<file path="src/rtl/uart_pkg.sv">
// Shared definitions for the UART receive path: frame geometry, counter
// widths and the receiver state encoding.
package uart_pkg;

    localparam int DATA_BITS  = 8;
    localparam int OVERSAMPLE = 16;
    localparam int MID_TICK   = OVERSAMPLE / 2 - 1;

    localparam int CNT_W = $clog2(OVERSAMPLE);
    localparam int IDX_W = $clog2(DATA_BITS);

    // Typed compare values so the counters compare without width casts.
    localparam logic [CNT_W-1:0] MID_CNT  = CNT_W'(MID_TICK);
    localparam logic [CNT_W-1:0] LAST_CNT = CNT_W'(OVERSAMPLE - 1);
    localparam logic [IDX_W-1:0] LAST_BIT = IDX_W'(DATA_BITS - 1);

    typedef enum logic [1:0] {
        IDLE  = 2'd0,
        START = 2'd1,
        DATA  = 2'd2,
        STOP  = 2'd3
    } rx_state_t;

endpackage

</file>
<file path="src/rtl/uart_rx_core_if.sv">
// Host-side view of the UART receiver: received byte, status flags and
// the acknowledge that clears them. The host is master, the core is slave.
interface uart_rx_core_if;
    import uart_pkg::*;

    logic                 rdy_clr;
    logic [DATA_BITS-1:0] data;
    logic                 rdy;
    logic                 frame_err;
    logic                 overrun;
    logic                 busy;

    modport master (
        output rdy_clr,
        input  data, rdy, frame_err, overrun, busy
    );

    modport slave (
        input  rdy_clr,
        output data, rdy, frame_err, overrun, busy
    );

endinterface

</file>
<file path="src/rtl/uart_sync2.sv">
// Two-flop synchroniser for an asynchronous level input. The reset value is
// a parameter so idle-high lines (RX, CTS) do not see a false edge at reset.
module uart_sync2 #(
    parameter logic RST_VAL = 1'b1
) (
    input  logic clk,
    input  logic rst,
    input  logic d,
    output logic q
);

    logic meta;

    // Shift the input through two flops every clock.
    always_ff @(posedge clk) begin
        if (rst) begin
            meta <= RST_VAL;
            q    <= RST_VAL;
        end else begin
            meta <= d;
            q    <= meta;
        end
    end

endmodule

</file>
<file path="src/rtl/uart_rx_core.sv">
// 8N1 UART receiver clocked by a 16x oversampling tick. Validates the start
// bit at its midpoint, samples data bits mid-period LSB first, checks the
// stop bit and hands the byte to the host with sticky ready/overrun flags.
//
//   state | meaning
//   ------+-----------------------------------------------------------
//   IDLE  | waiting for a low line on a tick
//   START | counting to mid start bit; line high there = false start
//   DATA  | sampling one data bit every OVERSAMPLE ticks
//   STOP  | sampling the stop bit, then publishing the byte
module uart_rx_core
    import uart_pkg::*;
(
    input  logic          clk,
    input  logic          rst,
    input  logic          rx_enb,
    input  logic          rx,
    uart_rx_core_if.slave host
);

    logic                 rx_s;
    rx_state_t            state;
    logic [CNT_W-1:0]     sample_cnt;
    logic [IDX_W-1:0]     bit_idx;
    logic [DATA_BITS-1:0] shift_reg;
    logic [DATA_BITS-1:0] data_q;
    logic                 rdy_q;
    logic                 frame_err_q;
    logic                 overrun_q;

    uart_sync2 #(.RST_VAL(1'b1)) u_sync (
        .clk (clk),
        .rst (rst),
        .d   (rx),
        .q   (rx_s)
    );

    // Receive FSM with its counters and the registered host-side flags.
    // The host clear is applied first so a completion in the same cycle
    // overrides it, while overrun still captures the pre-clear rdy.
    always_ff @(posedge clk) begin
        if (rst) begin
            state       <= IDLE;
            sample_cnt  <= '0;
            bit_idx     <= '0;
            shift_reg   <= '0;
            data_q      <= '0;
            rdy_q       <= 1'b0;
            frame_err_q <= 1'b0;
            overrun_q   <= 1'b0;
        end else begin
            if (host.rdy_clr) begin
                rdy_q     <= 1'b0;
                overrun_q <= 1'b0;
            end
            if (rx_enb) begin
                case (state)
                    IDLE: begin
                        if (!rx_s) begin
                            state      <= START;
                            sample_cnt <= '0;
                        end
                    end
                    START: begin
                        if (sample_cnt != MID_CNT) begin
                            sample_cnt <= sample_cnt + 1'b1;
                        end else if (!rx_s) begin
                            state      <= DATA;
                            sample_cnt <= '0;
                            bit_idx    <= '0;
                        end else begin
                            state <= IDLE;
                        end
                    end
                    DATA: begin
                        if (sample_cnt == LAST_CNT) begin
                            shift_reg[bit_idx] <= rx_s;
                            sample_cnt         <= '0;
                            if (bit_idx == LAST_BIT) begin
                                state <= STOP;
                            end else begin
                                bit_idx <= bit_idx + 1'b1;
                            end
                        end else begin
                            sample_cnt <= sample_cnt + 1'b1;
                        end
                    end
                    STOP: begin
                        if (sample_cnt == LAST_CNT) begin
                            // Leaving at mid-stop lets an immediately
                            // following start bit be caught.
                            data_q      <= shift_reg;
                            rdy_q       <= 1'b1;
                            frame_err_q <= ~rx_s;
                            overrun_q   <= rdy_q;
                            state       <= IDLE;
                        end else begin
                            sample_cnt <= sample_cnt + 1'b1;
                        end
                    end
                    default: state <= IDLE;
                endcase
            end
        end
    end

    // Drive the host-side view from the registered flags.
    always_comb begin
        host.data      = data_q;
        host.rdy       = rdy_q;
        host.frame_err = frame_err_q;
        host.overrun   = overrun_q;
        host.busy      = (state != IDLE);
    end

endmodule

</file>
<file path="src/flat_wrapper.sv">
// flat-port wrapper written by rule: the top's interface ports become plain ports
module uart_rx_core_flat import uart_pkg::*;
  (clk, rst, rx_enb, rx, host_rdy_clr, host_data, host_rdy, host_frame_err, host_overrun, host_busy);
  uart_rx_core_if host_i ();
  input  logic clk;
  input  logic rst;
  input  logic rx_enb;
  input  logic rx;
  input wire logic [$bits(host_i.rdy_clr)-1:0] host_rdy_clr;
  output wire logic [$bits(host_i.data)-1:0] host_data;
  output wire logic [$bits(host_i.rdy)-1:0] host_rdy;
  output wire logic [$bits(host_i.frame_err)-1:0] host_frame_err;
  output wire logic [$bits(host_i.overrun)-1:0] host_overrun;
  output wire logic [$bits(host_i.busy)-1:0] host_busy;
  assign host_i.rdy_clr = host_rdy_clr;
  assign host_data = host_i.data;
  assign host_rdy = host_i.rdy;
  assign host_frame_err = host_i.frame_err;
  assign host_overrun = host_i.overrun;
  assign host_busy = host_i.busy;
  uart_rx_core u_core (.clk(clk), .rst(rst), .rx_enb(rx_enb), .rx(rx), .host(host_i));
endmodule
</file>
<file path="config.mk">
export PLATFORM = sky130hd
export DESIGN_NAME = uart_rx_core_flat
export DESIGN_NICKNAME = d
export VERILOG_FILES = /design/src/rtl/uart_pkg.sv /design/src/rtl/uart_rx_core_if.sv /design/src/rtl/uart_sync2.sv /design/src/rtl/uart_rx_core.sv /design/src/flat_wrapper.sv
export SDC_FILE = /design/constraint.sdc
export NUM_CORES = 1
export LEC_CHECK = 0
export BUFFER_PORTS_ARGS = -buffer_cell sky130_fd_sc_hd__buf_4
export CORE_UTILIZATION = 50
export CTS_CLUSTER_SIZE = 25
export DETAILED_ROUTE_END_ITERATION = 16
export PLACE_DENSITY = 0.73
export SYNTH_ARGS = -nofsm -noshare
export SYNTH_HDL_FRONTEND = slang
export SYNTH_SLANG_ARGS = --single-unit
</file>
<file path="constraint.sdc">
create_clock -name clk -period 1.7 [get_ports clk]
set_clock_uncertainty 0.1 [all_clocks]
set_input_delay 0.085 -clock clk [delete_from_list [all_inputs] [get_ports clk]]
set_output_delay 0.085 -clock clk [all_outputs]
set_load 0.02 [all_outputs]
</file>
---- After elaboration in Yosys (flattened, before gate mapping) ----
Cells that the tools add are included.
cells by class
  reductions and logical operators ........ 9
  muxes and demuxes ....................... 28
  add/subtract/negate cells ............... 2
  $lt $le $gt $ge ......................... 2
  bitwise logic cells ..................... 1
  equal/unequal tests ..................... 14
operator list
  cell                                                                    count
  4-bit 2-to-1 mux                                                        4
  4-bit case mux with 4 select lines                                      1
  2-bit 2-to-1 mux                                                        6
  3-bit 2-to-1 mux                                                        4
  6-bit AND reduction                                                     2
  2-bit != test (second input constant)                                   5
  1-bit 2-to-1 mux                                                        9
  8-bit bitwise mux                                                       1
  2-bit case mux with 4 select lines                                      1
  2-bit by 1-bit != test with 1-bit output (second input constant)        3
  3-bit case mux with 2 select lines                                      1
  3-bit AND reduction                                                     2
  4-bit by 1-bit adder with 4-bit output (second input constant)          1
  2-bit equality test (second input constant)                             2
  4-bit equality test (second input constant)                             1
  3-bit by 4-bit < comparator with 1-bit output (second input constant)   1
  4-bit by 3-bit != test with 1-bit output (second input constant)        1
  2-bit nonzero test                                                      2
  3-bit by 1-bit adder with 3-bit output (second input constant)          1
  1-bit demux with 3-bit select                                           1
  3-bit equality test (second input constant)                             1
  3-bit by 1-bit >= comparator with 1-bit output (second input constant)  1
  2-bit by 1-bit equality test with 1-bit output (second input constant)  1
  2-bit zero test                                                         1
  other kinds (3)                                                         3
storage, ports and cells
  word-level logic and storage cells ...... 66
  bits of input ports ..................... 5
  output and inout port bits .............. 12
  register bits ........................... 30

---- Depth between registers and ports, before layout ----
  depth in word-level cells ............... 5
  mapped depth ............................ 6
  mapped depth without buffers ............ 6

---- Cells and area by module ----
From an unflattened synthesis, not the netlist that was laid out.
unflattened totals
  cell total of the unflattened synthesis .. 148
  area, all modules ....................... 1375.1 um2
modules (own cells, without submodules)
  module        cells each  seq. area each (um2)  times used  area each (um2)
  uart_rx_core  144         560.5                 1           1322.5
  uart_sync2    4           40.0                  1           52.6

---- Least setup slack after synthesis ----
OpenSTA, ideal clock, no wires.
  path kind ............................... reg-to-reg
  start point ............................. register u_core.sample_cnt[0]
  end point ............................... register u_core.bit_idx[0]
  setup time .............................. 0.121 ns
  required time ........................... 1.479 ns
  clock period less this slack ............ 1.838 ns
  path slack .............................. -0.138 ns
  stages on the path, launching flop included .. 6
  arrival time ............................ 1.617 ns
  path buffers ............................ 0
  path through ............................ dfxtp_1 > ha_1 > nand4_2 > or4_4 > o31a_4 > mux2_4
on the way
  cells in the longest elaborated chain, start to end .. 3
  elaborated cells on any way between the ends .. 5
  those cells by class .................... 4 x eq/ne; 1 x reduce/logical
RTL lines
  element                                                                                     line                                    text
  start, declared                                                                             uart_rx_core.sv:23                      logic [CNT_W-1:0] sample_cnt;
  start signal, assigned                                                                      uart_rx_core.sv:66                      sample_cnt <= sample_cnt + 1'b1;
  start signal, assigned                                                                      uart_rx_core.sv:85                      sample_cnt <= sample_cnt + 1'b1;
  start signal, assigned                                                                      uart_rx_core.sv:98                      sample_cnt <= sample_cnt + 1'b1;
  4-bit equality test / 4-bit by 3-bit != test with 1-bit output (equally long branches)      uart_rx_core.sv:76, uart_rx_core.sv:65
  2-bit by 1-bit != test with 1-bit output (no line) / 2-bit != test (equally long branches)  -
  6-bit AND reduction (no line) *                                                             -
  end signal, assigned                                                                        uart_rx_core.sv:82                      bit_idx <= bit_idx + 1'b1;
  end, declared                                                                               uart_rx_core.sv:24                      logic [IDX_W-1:0] bit_idx;
Mark *: on every way between the ends. The rest lies on a longest branch, timed or not.
A chain may end at the register's enable or synchronous reset.

---- Worst setup path after layout ----
Same ends and word-level chain as after synthesis.

==> results by group <==
Floorplan
  – Die ar.: 3010 um2
  – I/O pins: 17
  – Die width: 54.9 um
  – Die Ht: 54.9 um
  – Initial core utilization: 54.5%
  – Row Count: 18
  – Core ar.: 2570 um2

GRT
  – Gr usage total: 22.4%
  – Initial antenna violation count: 0
  – Largest net degree at the start of global routing: 34
  – Global-route wire length before repair: 4660 um
  – Overflow after GRT: 0
  – Vias in the first global route: 1052

Worst setup path
  – WP data arrival: 1.83 ns
  – Critical-path maximum fanout: 4
  – Cell Chain, Critical Path: ha_4 > nand4_4 > or4_4 > o31a_4 > mux2_4
  – CP peak stage delay: 0.44 ns
  – Startpoint types: flip-flop
  – Worst Path Required: 1.83 ns
  – Crit Path Class: reg2reg
  – CP max stage cell: or4_4
  – Crit. End Element: flip-flop

Logic synthesis
  – Register bit total from synthesis: 30
  – Dominant synthesized flop cell: dfxtp_1
  – Post-synthesis sequential area ratio: 42.9%
  – Mapped Nets: 162
  – Mapped Area: 1400 um2
  – Post-synth EDFFs: 0
  – Top post-synthesis cells by area: dfxtp_1, mux2i_1, nor2_1, ha_1, nand2b_1
  – Yosys Warn Count: 0
  – Yosys top cell by area: dfxtp_1
  – Syn Inst Count: 154
  – Post-synth top area share: 42.9%
  – Ys async rst share: 0%
  – Synth cell types: 36
  – Avg Synthesized Cell Area: 9.08 um2

Drt
  – Detailed-route wire length: 2950 um
  – Drt pass-1 iters: 4
  – Via density: 5.64
  – Antenna Violating Nets Remaining: 0
  – Via count: 1212
  – Wire per inst: 13.7 um
  – DRC: 0
  – Number of DRC markers in iteration 0: 20

Place
  – Routability cong.: 0.837
  – PortBufs: 16
  – Dpl hpwl: 2030 um

Timing
  – RSZ-0062 raised after global routing: true
  – Final period utilization: 99.7%
  – Final Hold Viols: 0
  – Slew Limit Headroom: 74.0%
  – Peak Freq: 0.590 GHz
  – Final Setup Violations: 0
  – Slew @ Worst Pin: 0.387 ns
  – Min Clock Period, post-route: 1.70 ns
  – Max-slew violations: 0

Power and ir drop
  – Pwr per Cell Area: 752 nW/um2
  – Leak pwr: 0.720 nW
  – Peak supply drop: 886 uV
  – Final Power: 1.33 mW

Finish
  – Area growth, synth to finish: 26.6%
  – Share of layout cells above drive strength 1: 29.7%
  – Nets: 192
  – Most frequent cells in the layout: buf_4, dfxtp_1, nor2_1
  – Diode count: 0
  – Most common cell after layout, fill and taps aside: buf_4
  – Final Util: 69.0%

Clock network
  – Num CTS Buffers: 5
  – Root Buffer: clkbuf_4
  – CTS HTree Levels: 2
  – Clk pin slew, worst setup/hold paths: 0.10 ns
  – Sinks on Clock Net: 30
  – Worst-Skew Late Latency: 0.34 ns
  – CTS max path bufs: 2
  – CTS tree: done

Status
  – Outcome: finished, final reports clean

Job
  – Max Cap Viol: 0

Worst hold path
  – HP Class: in2reg
metrics by stage:
| step | setup TNS (ns) | cells | hold slack, ns | cell area [um2] | worst slack, ns |
|---|---|---|---|---|---|
| after floorplan | 0 | 154 | 0.0888 | 1420 | 0.00486 |
| after global placement | 0 | 200 | 0.174 | 1600 | 0.0184 |
| after detailed placement | -0.0171 | 200 | 0.175 | 1600 | -0.0171 |
| after CTS | 0 | 215 | 0.0103 | 1740 | 0.00339 |
| after global routing | -0.0350 | 215 | 0.0785 | 1770 | -0.0288 |
| final | 0 | 215 | 0.0530 | 1770 | 0.00462 |
cells by family after synthesis:
kind of cell    synth area share, %
simple gates                   23.3
flops                          42.9
compound gates                 10.6
mux                            14.0
buf+inv                        5.81
fa+ha+maj                      2.68
xor+xnor                      0.626
critical path, delay by kind of cell (launching register included):
kind	cells	cell delay, ns
muxes	1	0.29
adders and majority gates	1	0.16
AOI/OAI and AO/OA	1	0.13
DFF	1	0.37
and+or+nand+nor	2	0.53
what timing repair did:
| item | CTS | global route |
|---|---|---|
| resized for setup | 2 | 5 |
| pin swaps | 1 | 0 |
| hold buffers | 3 | 0 |
| buffers inserted | 4 | 0 |
| endpoints found under the setup margin | 1 | 6 |
| endpoints found under the hold margin | 5 | 0 |
cells in the mapped netlist (2+ instances only):
master and n:
a211oi_1 2, a21oi_1 7, a31oi_1 2, and2_1 2, buf_2 2, buf_6 2, clkbuf_1 5, dfxtp_1 30
ha_1 3, inv_1 6, mux2i_1 18, nand2_1 9, nand2b_1 6, nand3_1 2, nand4_1 4, nor2_1 22
nor3_1 2, nor4_1 4, o21ai_0 7, or2_2 3
report_power, final:
part	switching, mW	internal (mW)	leakage (nW)
logic	0.0291	0.0251	0.438
clock network	0.263	0.308	0.0374
registers	0.00294	0.703	0.244
final timing paths:
| kind | startpoint | cells after the start | slack (ns) | to |
|---|---|---|---|---|
| max reg2reg | u_core.sample_cnt[0]$_SDFFE_PP0P_ | 5 | 0.005 | u_core.bit_idx[0]$_SDFFE_PP0P_ |
| min reg2reg | u_core.u_sync.meta$_SDFF_PP1_ | 1 | 0.32 | u_core.u_sync.q$_SDFF_PP1_ |
| max | u_core.sample_cnt[0]$_SDFFE_PP0P_ | 5 | 0.005 | u_core.bit_idx[0]$_SDFFE_PP0P_ |
| min | rx_enb | 3 | 0.05 | u_core.state[0]$_SDFFE_PP0P_ |
per-layer routing:
metal	global-route usage (%)	vias to the layer above	wire length [um]
met2	35.5	28	1380
met5	0	-	0
met3	8.20	10	135
met1	26.3	576	1340
met4	11.7	0	90
li1	-	598	-
final cells by class:
cell class	instances	area, um2
clock inverters	3	45.0
inverters	6	22.5
multi-input cells	108	763
flip-flops and latches	30	609
repair buffers	33	255
fillers	196	797
clock buffers	5	37.5
well taps	30	37.5
Power figures use the tool's default switching activity.
